===== src/rtl/pwm_pkg.sv =====
// Shared widths and FSM state encoding for the motor speed ramp path.
package pwm_pkg;

    localparam int SPEED_W = 4;

    typedef enum logic [1:0] {
        IDLE    = 2'd0,
        RAMP    = 2'd1,
        REVERSE = 2'd2
    } ramp_state_t;

endpackage


===== src/rtl/ramp_tick_gen.sv =====
// Free-running ramp divider: one tick every 2^RAMP_WIDTH clocks, restartable via clear.
module ramp_tick_gen #(
    parameter int RAMP_WIDTH = 12
) (
    input  logic clk,
    input  logic reset_n,
    input  logic clear,
    output logic tick
);

    logic [RAMP_WIDTH-1:0] count;

    always_ff @(posedge clk or negedge reset_n) begin
        if (!reset_n)
            count <= '0;
        else if (clear)
            count <= '0;
        else
            count <= count + RAMP_WIDTH'(1);
    end

    assign tick = &count;

endmodule


===== src/rtl/speed_ramp_controller.sv =====
// Ramps motor speed one step per divider tick toward a commanded target,
// passing through zero before any direction change.
module speed_ramp_controller
    import pwm_pkg::*;
#(
    parameter int RAMP_WIDTH = 12
) (
    input  logic               FPGA_clk,
    input  logic               FPGA_reset_n,
    input  logic               cmd_valid,
    output logic               cmd_ready,
    input  logic [SPEED_W-1:0] cmd_speed,
    input  logic               cmd_dir,
    input  logic               estop,
    output logic [SPEED_W-1:0] speed,
    output logic               dir,
    output logic               at_target
);

    ramp_state_t        state;
    logic [SPEED_W-1:0] target_speed;
    logic               target_dir;
    logic [SPEED_W-1:0] step_speed;
    logic               accept;
    logic               flip;
    logic               tick;

    assign cmd_ready = !estop && (state != REVERSE);
    assign accept    = cmd_valid && cmd_ready;
    assign at_target = (state == IDLE);

    // Speed has reached zero in REVERSE: direction flips on this edge.
    assign flip = (state == REVERSE) && (speed == '0) && !estop;

    // Only ever applied when speed != target_speed, so it cannot wrap.
    assign step_speed = (speed < target_speed) ? speed + SPEED_W'(1)
                                               : speed - SPEED_W'(1);

    ramp_tick_gen #(
        .RAMP_WIDTH(RAMP_WIDTH)
    ) u_tick (
        .clk    (FPGA_clk),
        .reset_n(FPGA_reset_n),
        .clear  (accept || flip),
        .tick   (tick)
    );

    always_ff @(posedge FPGA_clk or negedge FPGA_reset_n) begin
        if (!FPGA_reset_n) begin
            state        <= IDLE;
            speed        <= '0;
            dir          <= 1'b0;
            target_speed <= '0;
            target_dir   <= 1'b0;
        end else if (estop) begin
            state        <= IDLE;
            speed        <= '0;
            target_speed <= '0;
        end else if (accept) begin
            target_speed <= cmd_speed;
            target_dir   <= cmd_dir;
            // A direction change always goes through REVERSE, even from zero,
            // so the flip lands one cycle after acceptance.
            if (cmd_dir != dir)
                state <= REVERSE;
            else if (speed != cmd_speed)
                state <= RAMP;
            else
                state <= IDLE;
        end else begin
            case (state)
                RAMP: begin
                    if (speed == target_speed) begin
                        state <= IDLE;
                    end else if (tick) begin
                        speed <= step_speed;
                        if (step_speed == target_speed)
                            state <= IDLE;
                    end
                end
                REVERSE: begin
                    if (speed == '0) begin
                        dir   <= ~dir;
                        state <= (target_speed == '0) ? IDLE : RAMP;
                    end else if (tick) begin
                        speed <= speed - SPEED_W'(1);
                    end
                end
                default: state <= IDLE;
            endcase
        end
    end

endmodule


===== config.mk =====
export PLATFORM = sky130hd
export DESIGN_NAME = speed_ramp_controller
export DESIGN_NICKNAME = d
export VERILOG_FILES = /design/src/rtl/pwm_pkg.sv /design/src/rtl/ramp_tick_gen.sv /design/src/rtl/speed_ramp_controller.sv
export SDC_FILE = /design/constraint.sdc
export NUM_CORES = 1
export LEC_CHECK = 0
export BUFFER_PORTS_ARGS = -buffer_cell sky130_fd_sc_hd__clkbuf_2
export CAP_MARGIN = 20
export CORE_MARGIN = 3
export CORE_UTILIZATION = 40
export DETAILED_ROUTE_END_ITERATION = 8
export GPL_TIMING_DRIVEN = 1
export PLACE_DENSITY_LB_ADDON = 0.3
export SLEW_MARGIN = 15
export SYNTH_ARGS = -nofsm -noshare
export SYNTH_HDL_FRONTEND = slang
export SYNTH_HIERARCHICAL = 1
export SYNTH_SLANG_ARGS = --single-unit

===== constraint.sdc =====
create_clock -name FPGA_clk -period 3 [get_ports FPGA_clk]
set_clock_uncertainty 0.2 [all_clocks]
set_input_delay 0.15 -clock FPGA_clk [delete_from_list [all_inputs] [get_ports FPGA_clk]]
set_output_delay 0.15 -clock FPGA_clk [all_outputs]
set_load 0.005 [all_outputs]

==> results.json, run 1 <==
{
  "status": "finished with violations",
  "violations": "hold timing",
  "tritoncts": "yes",
  "detail-route-antenna-nets": 0,
  "ys.warnings.count": 6,
  "peakVddDrop_mv": 0.3342,
  "yosys.area.top_type_share_pct": 38.69,
  "maxClockFrequency_ghz": 0.3951,
  "syn_nets": 176,
  "cp-start-kind": "register",
  "synth_area_sq_um": 1488,
  "finalSetupTns_ps": 0,
  "seq_area_frac_synth_pct": 38.69,
  "syn_area_per_cell_sq_um": 9.298,
  "min_path_type": "input pin to register",
  "syn2layout_area_growth_pct": 13.12,
  "nets": 195,
  "post-route-period-util_pct": 84.36,
  "dp_cells": 216,
  "crit_path_max_fanout": 5,
  "ys_async_sr_fraction_pct": 100.0,
  "rsz0062_at_grt": "no",
  "synth_top_cells_by_count": "dfrtp_1 (23), nor2_1 (19), a21oi_1 (11)",
  "synth_seq_cells": 23,
  "arrival_ps": 2490,
  "hold_path_startpoint": "cmd_speed[0]",
  "first_pass_iters": 4,
  "dieArea_sq_um": 4487,
  "cts_buffer_depth": 2,
  "grt-ovfl-total": 0,
  "slew_violations": 0,
  "wl_per_cell_microns": 13.94,
  "grt_pass1_wl_microns": 5520,
  "cts_made_buffers": 3,
  "synth_ff_type": "dfrtp_1",
  "fillCellCount": 334,
  "p_clk_share_pct": 24.9,
  "cap_violations": 0,
  "worst_pin_slew_ps": 589.7,
  "pwr-share-seq_pct": 50.7,
  "setup_viol": 0,
  "p_comb_share_pct": 24.3,
  "synth_cells": 160,
  "start_util_pct": 42.89,
  "totalWireLength_microns": 3123,
  "drc_errors": 0,
  "drtIter0Drc": 134,
  "pin_count": 16,
  "yosysMostFrequentCell": "dfrtp_1",
  "port_buffers": 15,
  "grt_antenna_before_repair": 0,
  "crit_path_end_kind": "register",
  "hpwlAfterDp_microns": 2353,
  "switchingPower_uw": 251.9,
  "power_density_nw_per_um2": 464.8,
  "slew_headroom_pct": 60.69,
  "die_h_microns": 66.99,
  "final_layout_size_suffix_gt1_share_pct": 17.42,
  "grt_max_degree": 24,
  "h-tree-depth": 1,
  "die_w_microns": 66.99,
  "sw_frac_of_total_pct": 32.21,
  "gp_congestion": 0.8496,
  "ys_types": 41,
  "fp-row-count": 21,
  "final.min_clock_period_ps": 2531,
  "yosysTopAreaCell": "dfrtp_1",
  "whs_ps": -0.2921,
  "crit_required_ps": 2960,
  "synth-edff-count": 0,
  "via_per_inst": 5.567,
  "final_cells": 224,
  "grt_use_total_pct": 15.56,
  "power.leakage_uw": 0.0007646,
  "cts_num_sinks": 23,
  "synth_area_leaders": "dfrtp_1 (39%), ha_1 (5.9%), xor2_1 (5.9%)",
  "num_antenna_cells": 0,
  "grt_pass1_vias": 1249,
  "cts.clk_slew.worst_paths_ps": 80,
  "hold_viol": 1,
  "clock_latency_ps": 260,
  "dr_total_vias": 1247,
  "timing.rr.start": "u_tick/count[0]$_DFF_PN0_",
  "coreArea_sq_um": 3468,
  "timing_worst_setup_path_type": "register to register",
  "intPower_uw": 530.2,
  "startpoint": "u_tick/count[0]$_DFF_PN0_",
  "cts_root_buffer": "clkbuf_8",
  "cts.repair.resized": 0
}
final timing paths:
path	to	slack, ps	cells past startpoint
setup / recovery	state[0]$_DFFE_PN0P_	470	8
hold / removal	target_speed[0]$_DFFE_PN0N_	-0.3	3
setup reg to reg	state[0]$_DFFE_PN0P_	470	8
hold reg to reg	u_tick/count[0]$_DFF_PN0_	290	1
max in group asynchronous	state[1]$_DFFE_PN0P_	2000	2
min in group asynchronous	speed[3]$_DFFE_PN0P_	210	2
state kept, by name, summed over array words and instances (netlist names):
signal        flops
target_speed      4
dir               1
u_tick/count     12
state             2
speed             4
per-layer routing:
layer	vias up	global-route usage, %	part of all wire, %
li1	608	-	-
met1	598	18.85	44
met2	33	27.97	50
met3	8	2.530	4.8
met4	0	4.557	1.4
met5	-	0	0
cell families after synthesis:
| kind of cell | Yosys count | synth area share, % |
|---|---|---|
| XOR/XNOR | 15 | 9.335 |
| flip-flops | 23 | 38.69 |
| AO/OA/AOI/OAI | 32 | 14.13 |
| multiplexers | 7 | 4.794 |
| adder cells (fa/ha/maj) | 7 | 5.887 |
| AND/OR/NAND/NOR | 61 | 22.79 |
| buffers and inverters | 15 | 4.373 |
placed cells by master, fill, tap and decap left out, types with 2 or more instances in the layout:
| master | count |
|---|---|
| dfrtp_1 | 23 |
| nor2_1 | 19 |
| clkbuf_2 | 15 |
| a21oi_1 | 11 |
| xor2_1 | 10 |
| inv_1 | 9 |
| nand2_1 | 7 |
| ha_1 | 7 |
| mux2i_1 | 6 |
| nand3_1 | 5 |
| o21ai_0 | 5 |
| nand2b_1 | 4 |
| or3_1 | 4 |
| xnor2_1 | 4 |
| dlygate4sd3_1 | 4 |
| o31ai_1 | 4 |
| or4_1 | 4 |
| nand4_1 | 3 |
| clkbuf_8 | 3 |
| nor2b_1 | 2 |
| nor3_1 | 2 |
| o22ai_1 | 2 |
| nor4_1 | 2 |
| o41ai_1 | 2 |
| nand3_2 | 2 |
| or3_2 | 2 |
repair_timing:
action	4_1_cts	5_1_grt
endpoints found under the setup margin	0	0
setup buffers	0	0
hold buffers	4	0
endpoints found under the hold margin	26	0
power groups by stage:
stage	registers [uW]	logic, uW	clock network [uW]
finish	397	190	195
global route	406	220	216
CTS	397	193	200
detailed placement	403	186	0
global placement	401	183	0
floorplan	394	134	0
worst max-delay path: stages (launching register included):
cell	delay [ps]
dfrtp_1	390
ha_1	240
nand3_1	170
nor4_1	490
nand2_1	90
a2111oi_0	340
o311a_1	230
o22ai_1	70
a21o_1	200
final cells by class:
cell class	instances	area, sq um	share of cell area [%]
clock buffers	3	41.29	2.454
clock inverters	1	5.005	0.2974
inverters	9	33.78	2.007
multi-input cells	122	847.1	50.33
flip-flops and latches	23	575.6	34.20
well taps	46	57.56	3.420
repair buffers	20	122.6	7.286
stage by stage:
step / total power [uW] / utilization (%) / setup WS (ps) / hold WS [ps] / area (sq um)
after detailed placement: 589.3 / 46.03 / 462.9 / -11.97 / 1597
after global placement: 584.4 / 46.03 / 531.9 / -19.15 / 1597
final: 782.1 / 48.52 / 469.2 / -0.2921 / 1683
after global routing: 841.5 / 48.52 / 250.5 / 5.883 / 1683
after CTS: 790.3 / 48.52 / 460.2 / 11.01 / 1683
after floorplan: 528.0 / - / 669.1 / -345.6 / 1488
Note: power is estimated with default switching activity, not from simulation.
==> inputs of run 2 (changes only) <==
ABC_AREA = 1   (was not set)
clock period = 2.2 ns   (was 3 ns; I/O delays follow)
==> run 2 against run 1 <==
Net effect:
- the flow now finishes without violations
- worst setup slack worse by 290 ps
- hold slack better by 28 ps
- total power rose to 2.9 times the previous value
- clock power grew 42%
- sequential power increased by 57%
- area after synthesis up 12%
- final cell count up 32%
- first-iteration DRC count is 53% lower
- largest power group is now combinational logic
- highest routed layer unchanged
==> results.json, run 2 <==
{
  "cts_made_buffers": 3,
  "endpoint": "state[0]$_DFFE_PN0P_",
  "synth_area_leaders": "dfrtp_1 (35%), nand2_1 (11%), nand3_1 (6.9%)",
  "cp-start-kind": "register",
  "first_pass_iters": 4,
  "worst_pin_slew_ps": 565.6,
  "drc_errors": 0,
  "largest_reg_flops": 12,
  "pwr-share-seq_pct": 27.4,
  "crit_path_end_kind": "register",
  "tritoncts": "yes",
  "finalSetupTns_ps": 0,
  "startpoint": "speed[1]$_DFFE_PN0P_",
  "power.leakage_uw": 0.0009850,
  "arrival_ps": 1990,
  "min_path_type": "input pin to register",
  "cts_root_buffer": "clkbuf_8",
  "grt_use_total_pct": 15.30,
  "final_layout_size_suffix_gt1_share_pct": 25.40,
  "synth_seq_cells": 23,
  "start_util_pct": 43.56,
  "port_buffers": 15,
  "num_antenna_cells": 0,
  "synth_top_cells_by_count": "nand2_1 (48), nor2_1 (27), dfrtp_1 (23), nand3_1 (23), inv_1 (22)",
  "slew_headroom_pct": 62.29,
  "r2r_end": "state[0]$_DFFE_PN0P_",
  "cts_buffer_depth": 2,
  "wl_per_cell_microns": 12.54,
  "nets": 265,
  "setup_viol": 0,
  "peakVddDrop_mv": 0.6266,
  "dieArea_sq_um": 4977,
  "h-tree-depth": 1,
  "reg_top3": "u_tick/count x12, speed x4, target_speed x4",
  "fp-row-count": 22,
  "yosys.area.top_type_share_pct": 34.53,
  "crit_path_max_fanout": 4,
  "timing_worst_setup_path_type": "register to register",
  "synth_ff_type": "dfrtp_1",
  "synth_cells": 217,
  "via_per_inst": 5.007,
  "fin_util_pct": 51.70,
  "power_density_nw_per_um2": 1152,
  "final.min_clock_period_ps": 2017,
  "grt_max_degree": 24,
  "dr_total_vias": 1482,
  "crit_required_ps": 2170,
  "grt-ovfl-total": 0,
  "yosysTopAreaCell": "dfrtp_1",
  "cap_violations": 0,
  "detail-route-antenna-nets": 0,
  "regMostFlops": "u_tick/count",
  "hpwlAfterDp_microns": 2818,
  "yosysMostFrequentCell": "nand2_1",
  "pin_count": 16,
  "hold_viol": 0,
  "cts.clk_slew.worst_paths_ps": 90,
  "mostFrequentLayoutCells": "nand2_1 (48), nor2_1 (26), nand3_1 (23), dfrtp_1 (23), inv_1 (19)",
  "p_clk_share_pct": 12.1,
  "grt_pass1_wl_microns": 6189,
  "sw_frac_of_total_pct": 47.09,
  "switchingPower_uw": 1073,
  "final_common_cell": "nand2_1",
  "synth-edff-count": 0,
  "post-route-period-util_pct": 91.67,
  "clock_latency_ps": 270,
  "synth_area_sq_um": 1667,
  "p_comb_share_pct": 60.5,
  "power_uw": 2279,
  "cts_num_sinks": 23,
  "rsz0062_at_grt": "no",
  "ys.warnings.count": 6,
  "coreArea_sq_um": 3826,
  "ys_async_sr_fraction_pct": 100.0,
  "syn2layout_area_growth_pct": 18.69,
  "reg2reg_depth": 13,
  "r2r_setup_slack_ps": 180,
  "seq_area_frac_synth_pct": 34.53,
  "grt_antenna_before_repair": 0,
  "syn_nets": 233,
  "syn_area_per_cell_sq_um": 7.680,
  "status": "finished, final reports clean",
  "ys_types": 30,
  "gp_congestion": 0.9332,
  "totalWireLength_microns": 3712,
  "die_h_microns": 70.55,
  "die_w_microns": 70.55,
  "grt_pass1_vias": 1340,
  "slew_violations": 0,
  "maxClockFrequency_ghz": 0.4958,
  "timing.rr.start": "speed[1]$_DFFE_PN0P_",
  "intPower_uw": 1206,
  "drtIter0Drc": 63
}
## run 2: cell types whose count changed in the layout (fill, tap and decap cells not counted), sizes merged, moves of 5 or more
cell | previous run | this run
o21ai | 6 | 11
mux2i | 6 | 0
or3 | 7 | 0
xor2 | 11 | 4
a21oi | 12 | 3
nand2 | 7 | 58
buf | 1 | 9
nand3 | 7 | 23
inv | 9 | 27
nor2 | 19 | 38
## run 2: layer usage
metal	GRT usage, %	wire, microns	vias up
li1	-	-	760
met1	22.67	1799	665
met2	23.28	1625	52
met3	2.131	242	5
met4	4.384	44	0
met5	0	0	-
## run 2: per-stage QoR
step / cells / cell area [sq um] / worst slack, ps / hold slack [ps]
floorplan: 217 / 1667 / 306.7 / -385.6
CTS: 292 / 1918 / 90.09 / 29.45
global placement: 282 / 1812 / 130.5 / -57.59
detailed placement: 282 / 1812 / 113.6 / -50.37
finish: 296 / 1978 / 183.2 / 27.31
global route: 296 / 1978 / 2.076 / 56.82
## run 2: worst min path at each step
stage / start / to / slack [ps] / cells past startpoint
global route: cmd_valid / u_tick/count[1]$_DFF_PN0_ / 60 / 4
CTS: estop / speed[0]$_DFFE_PN0P_ / 30 / 4
detailed placement: FPGA_reset_n / u_tick/count[8]$_DFF_PN0_ / -50 / 1
global placement: FPGA_reset_n / u_tick/count[7]$_DFF_PN0_ / -60 / 1
finish: estop / speed[0]$_DFFE_PN0P_ / 30 / 4
floorplan: FPGA_reset_n / dir$_DFFE_PN0P_ / -390 / 0
## run 2: what timing repair did
item | 4_1_cts | 5_1_grt
endpoints found under the hold margin | 28 | 0
hold buffers | 6 | 0
gates resized for setup | 0 | 7
setup buffers | 0 | 4
setup endpoints to repair | 0 | 5
## run 2: final cells by class
| type | instances | area, sq um |
|---|---|---|
| clock buffers | 3 | 41.29 |
| clock inverters | 1 | 5.005 |
| fillers | 368 | 1848 |
| inverters | 27 | 103.9 |
| multi-input cells | 164 | 989.7 |
| flip-flops and latches | 23 | 575.6 |
| well taps | 48 | 60.06 |
| repair buffers | 30 | 202.7 |
## run 2: power by group through the flow
stage | logic [uW] | clock network [uW] | registers (uW)
final | 1380 | 276 | 625
after detailed placement | 1300 | 0 | 621
after global placement | 1300 | 0 | 620
after floorplan | 985 | 0 | 624
after CTS | 1310 | 288 | 613
after global routing | 1540 | 306 | 637
## run 2: critical path, stage by stage (launching register included)
cell and delay (ps):
dfrtp_1 460, buf_4 150, inv_1 30, ha_1 310, inv_1 110, nand3_1 120
nand3_1 110, nand2_1 60, nor2_1 100, nand2_1 50, nand2_1 60, nand2_1 60
nand3_1 60, nand2_1 50
## run 2: cells by family (layout without fill, tap and decap cells)
group                      Yosys count  count (layout)  synth area share [%]
AOI/OAI and AO/OA                   24              24                 10.59
xor gates and xnor gates            10              10                 5.255
adders and majority gates            7               7                 5.255
buffers and inverters               30              61                 7.733
DFF                                 23              23                 34.53
and+or+nand+nor                    123             123                 36.64
==> inputs of run 3 (changes only) <==
PLACE_DENSITY_LB_ADDON = 0.2   (was 0.3)
==> run 3 against run 2 <==
Net effect:
- non-clock buffer count grew 4
- highest routed layer unchanged
- sequential share of layout area shrank 0.48 points
- largest cell class unchanged
- final cell count grew 1.4%
- flip-flop and latch count is the same
- sequential power shrank 1%
==> results.json, run 3 (synthesis gave the netlist of run 2 again) <==
{
  "cp_top_family": "simple AND/OR/NAND/NOR gates",
  "cts_root_buffer": "clkbuf_8",
  "final_cells": 300,
  "crit_top_cell": "nand2_1",
  "status": "finished, final reports clean",
  "cp_slowest_stage_delay_ps": 400,
  "h-tree-depth": 1,
  "post-route-period-util_pct": 92.27,
  "nets": 269,
  "finalSetupTns_ps": 0,
  "timing_worst_setup_path_type": "register to register",
  "layout_setup_ws_ps": 170.0,
  "pin_count": 16,
  "gp_congestion": 0.9076,
  "drtIter0Drc": 58,
  "rsz0062_at_grt": "yes",
  "power.leakage_uw": 0.001006,
  "regMostFlops": "u_tick/count",
  "crit_path_end_kind": "register",
  "reg2reg_depth": 16,
  "detail-route-antenna-nets": 0,
  "fp-row-count": 22,
  "grt_antenna_before_repair": 0,
  "slew_headroom_pct": 59.28,
  "maxClockFrequency_ghz": 0.4926,
  "worst_pin_slew_ps": 610.8,
  "dp_cells": 282,
  "hpwlAfterDp_microns": 2793,
  "cp-start-kind": "register",
  "tritoncts": "yes",
  "syn2layout_area_growth_pct": 20.95,
  "dr_total_vias": 1491,
  "power_density_nw_per_um2": 1144,
  "slew_violations": 0,
  "first_pass_iters": 5,
  "post-place-ws_ps": -34.37,
  "cts.clk_slew.worst_paths_ps": 90,
  "drc_errors": 0,
  "grt_pass1_wl_microns": 6382,
  "whs_endpoint": "u_tick/count[1]$_DFF_PN0_",
  "mostFrequentLayoutCells": "nand2_1 (48), nor2_1 (26), dfrtp_1 (22), inv_1 (21), nand3_1 (21)",
  "totalWireLength_microns": 3774,
  "slowest_stage": "dfrtp_1",
  "grt_use_total_pct": 15.97,
  "hold_path_startpoint": "cmd_valid",
  "timing.rr.start": "target_speed[1]$_DFFE_PN0N_",
  "cts_buffer_depth": 2,
  "largest_reg_flops": 12,
  "grt_pass1_vias": 1315,
  "die_w_microns": 70.55,
  "final_common_cell": "nand2_1",
  "reg_top3": "u_tick/count x12, speed x4, target_speed x4",
  "coreArea_sq_um": 3826,
  "r2r_setup_slack_ps": 170,
  "wl_per_cell_microns": 12.58,
  "start_util_pct": 43.56,
  "final.min_clock_period_ps": 2030,
  "cts_made_buffers": 3,
  "dieArea_sq_um": 4977,
  "hold_depth": 4,
  "grt_max_degree": 24,
  "peakVddDrop_mv": 0.5237,
  "hold_viol": 0,
  "path_cells": "inv_1 > ha_1 > nand2_1 > nand2_1 > nand2_4 > nand2_4 > nand2_1 > nand2_1 > nor2_1 > nor2_1 > nand2_1 > nand2_1 > nand2_1 > nand2_1 > nand2_1 > nand2_1",
  "final_layout_size_suffix_gt1_share_pct": 26.98,
  "cap_violations": 0,
  "grt-ovfl-total": 0,
  "cts_num_sinks": 23,
  "via_per_inst": 4.970,
  "setup_viol": 0,
  "clock_latency_ps": 270,
  "r2r_end": "state[0]$_DFFE_PN0P_",
  "port_buffers": 15,
  "min_path_type": "input pin to register",
  "crit_path_max_fanout": 7,
  "crit_required_ps": 2160,
  "num_antenna_cells": 0,
  "cp.buffers_inverters": 1,
  "die_h_microns": 70.55,
  "arrival_ps": 1990,
  "whs_ps": 35.63
}
-- run 3: cell type report --
type | instances | area (sq um)
Fill cell | 371 | 1810
Inverter | 27 | 101.3
Clock buffer | 3 | 41.29
Timing Repair Buffer | 34 | 232.7
Clock inverter | 1 | 5.005
Sequential cell | 23 | 576.8
Tap cell | 48 | 60.06
Multi-Input combinational cell | 164 | 998.5
-- run 3: worst max-delay path by stage --
stage	from	endpoint	slack [ps]	cells past startpoint
final	target_speed[1]$_DFFE_PN0N_	state[0]$_DFFE_PN0P_	170	16
after global placement	u_tick/count[0]$_DFF_PN0_	speed[3]$_DFFE_PN0P_	-50	9
after global routing	target_speed[1]$_DFFE_PN0N_	state[0]$_DFFE_PN0P_	-10	15
after detailed placement	u_tick/count[0]$_DFF_PN0_	speed[3]$_DFFE_PN0P_	-30	9
after CTS	u_tick/count[0]$_DFF_PN0_	speed[1]$_DFFE_PN0P_	30	10
after floorplan	speed[3]$_DFFE_PN0P_	state[0]$_DFFE_PN0P_	310	13
-- run 3: per-stage QoR --
stage,cell area [sq um],total power [uW],util (%)
CTS,1933,2224,50.52
global route,2016,2516,52.68
finish,2016,2305,52.68
detailed placement,1812,1924,47.35
global placement,1812,1935,47.35
floorplan,1667,1609,-
-- run 3: tightest hold or removal path: cells and delay by family --
kind / cells / cell delay (ps)
and+or+nand+nor: 2 / 130
buffers and inverters: 1 / 130
AOI/OAI and AO/OA: 1 / 100
-- run 3: repair_timing --
action / CTS / global route
gates resized for setup: 0 / 8
pin swaps: 1 / 3
setup endpoints to repair: 1 / 5
endpoints found under the hold margin: 28 / 0
buffers inserted: 2 / 6
hold buffers: 6 / 0
-- run 3: power by group --
group	switching [uW]	internal (uW)	total (uW)
sequential	90.5	525	616
clock	144	127	271
combinational	848	571	1420
-- run 3: routing by layer --
metal	up-vias	GRT usage, %	routed length [microns]
li1	768	-	-
met1	681	25.78	1985
met2	38	22.66	1577
met3	4	1.705	182
met4	0	3.758	27
met5	-	0	0
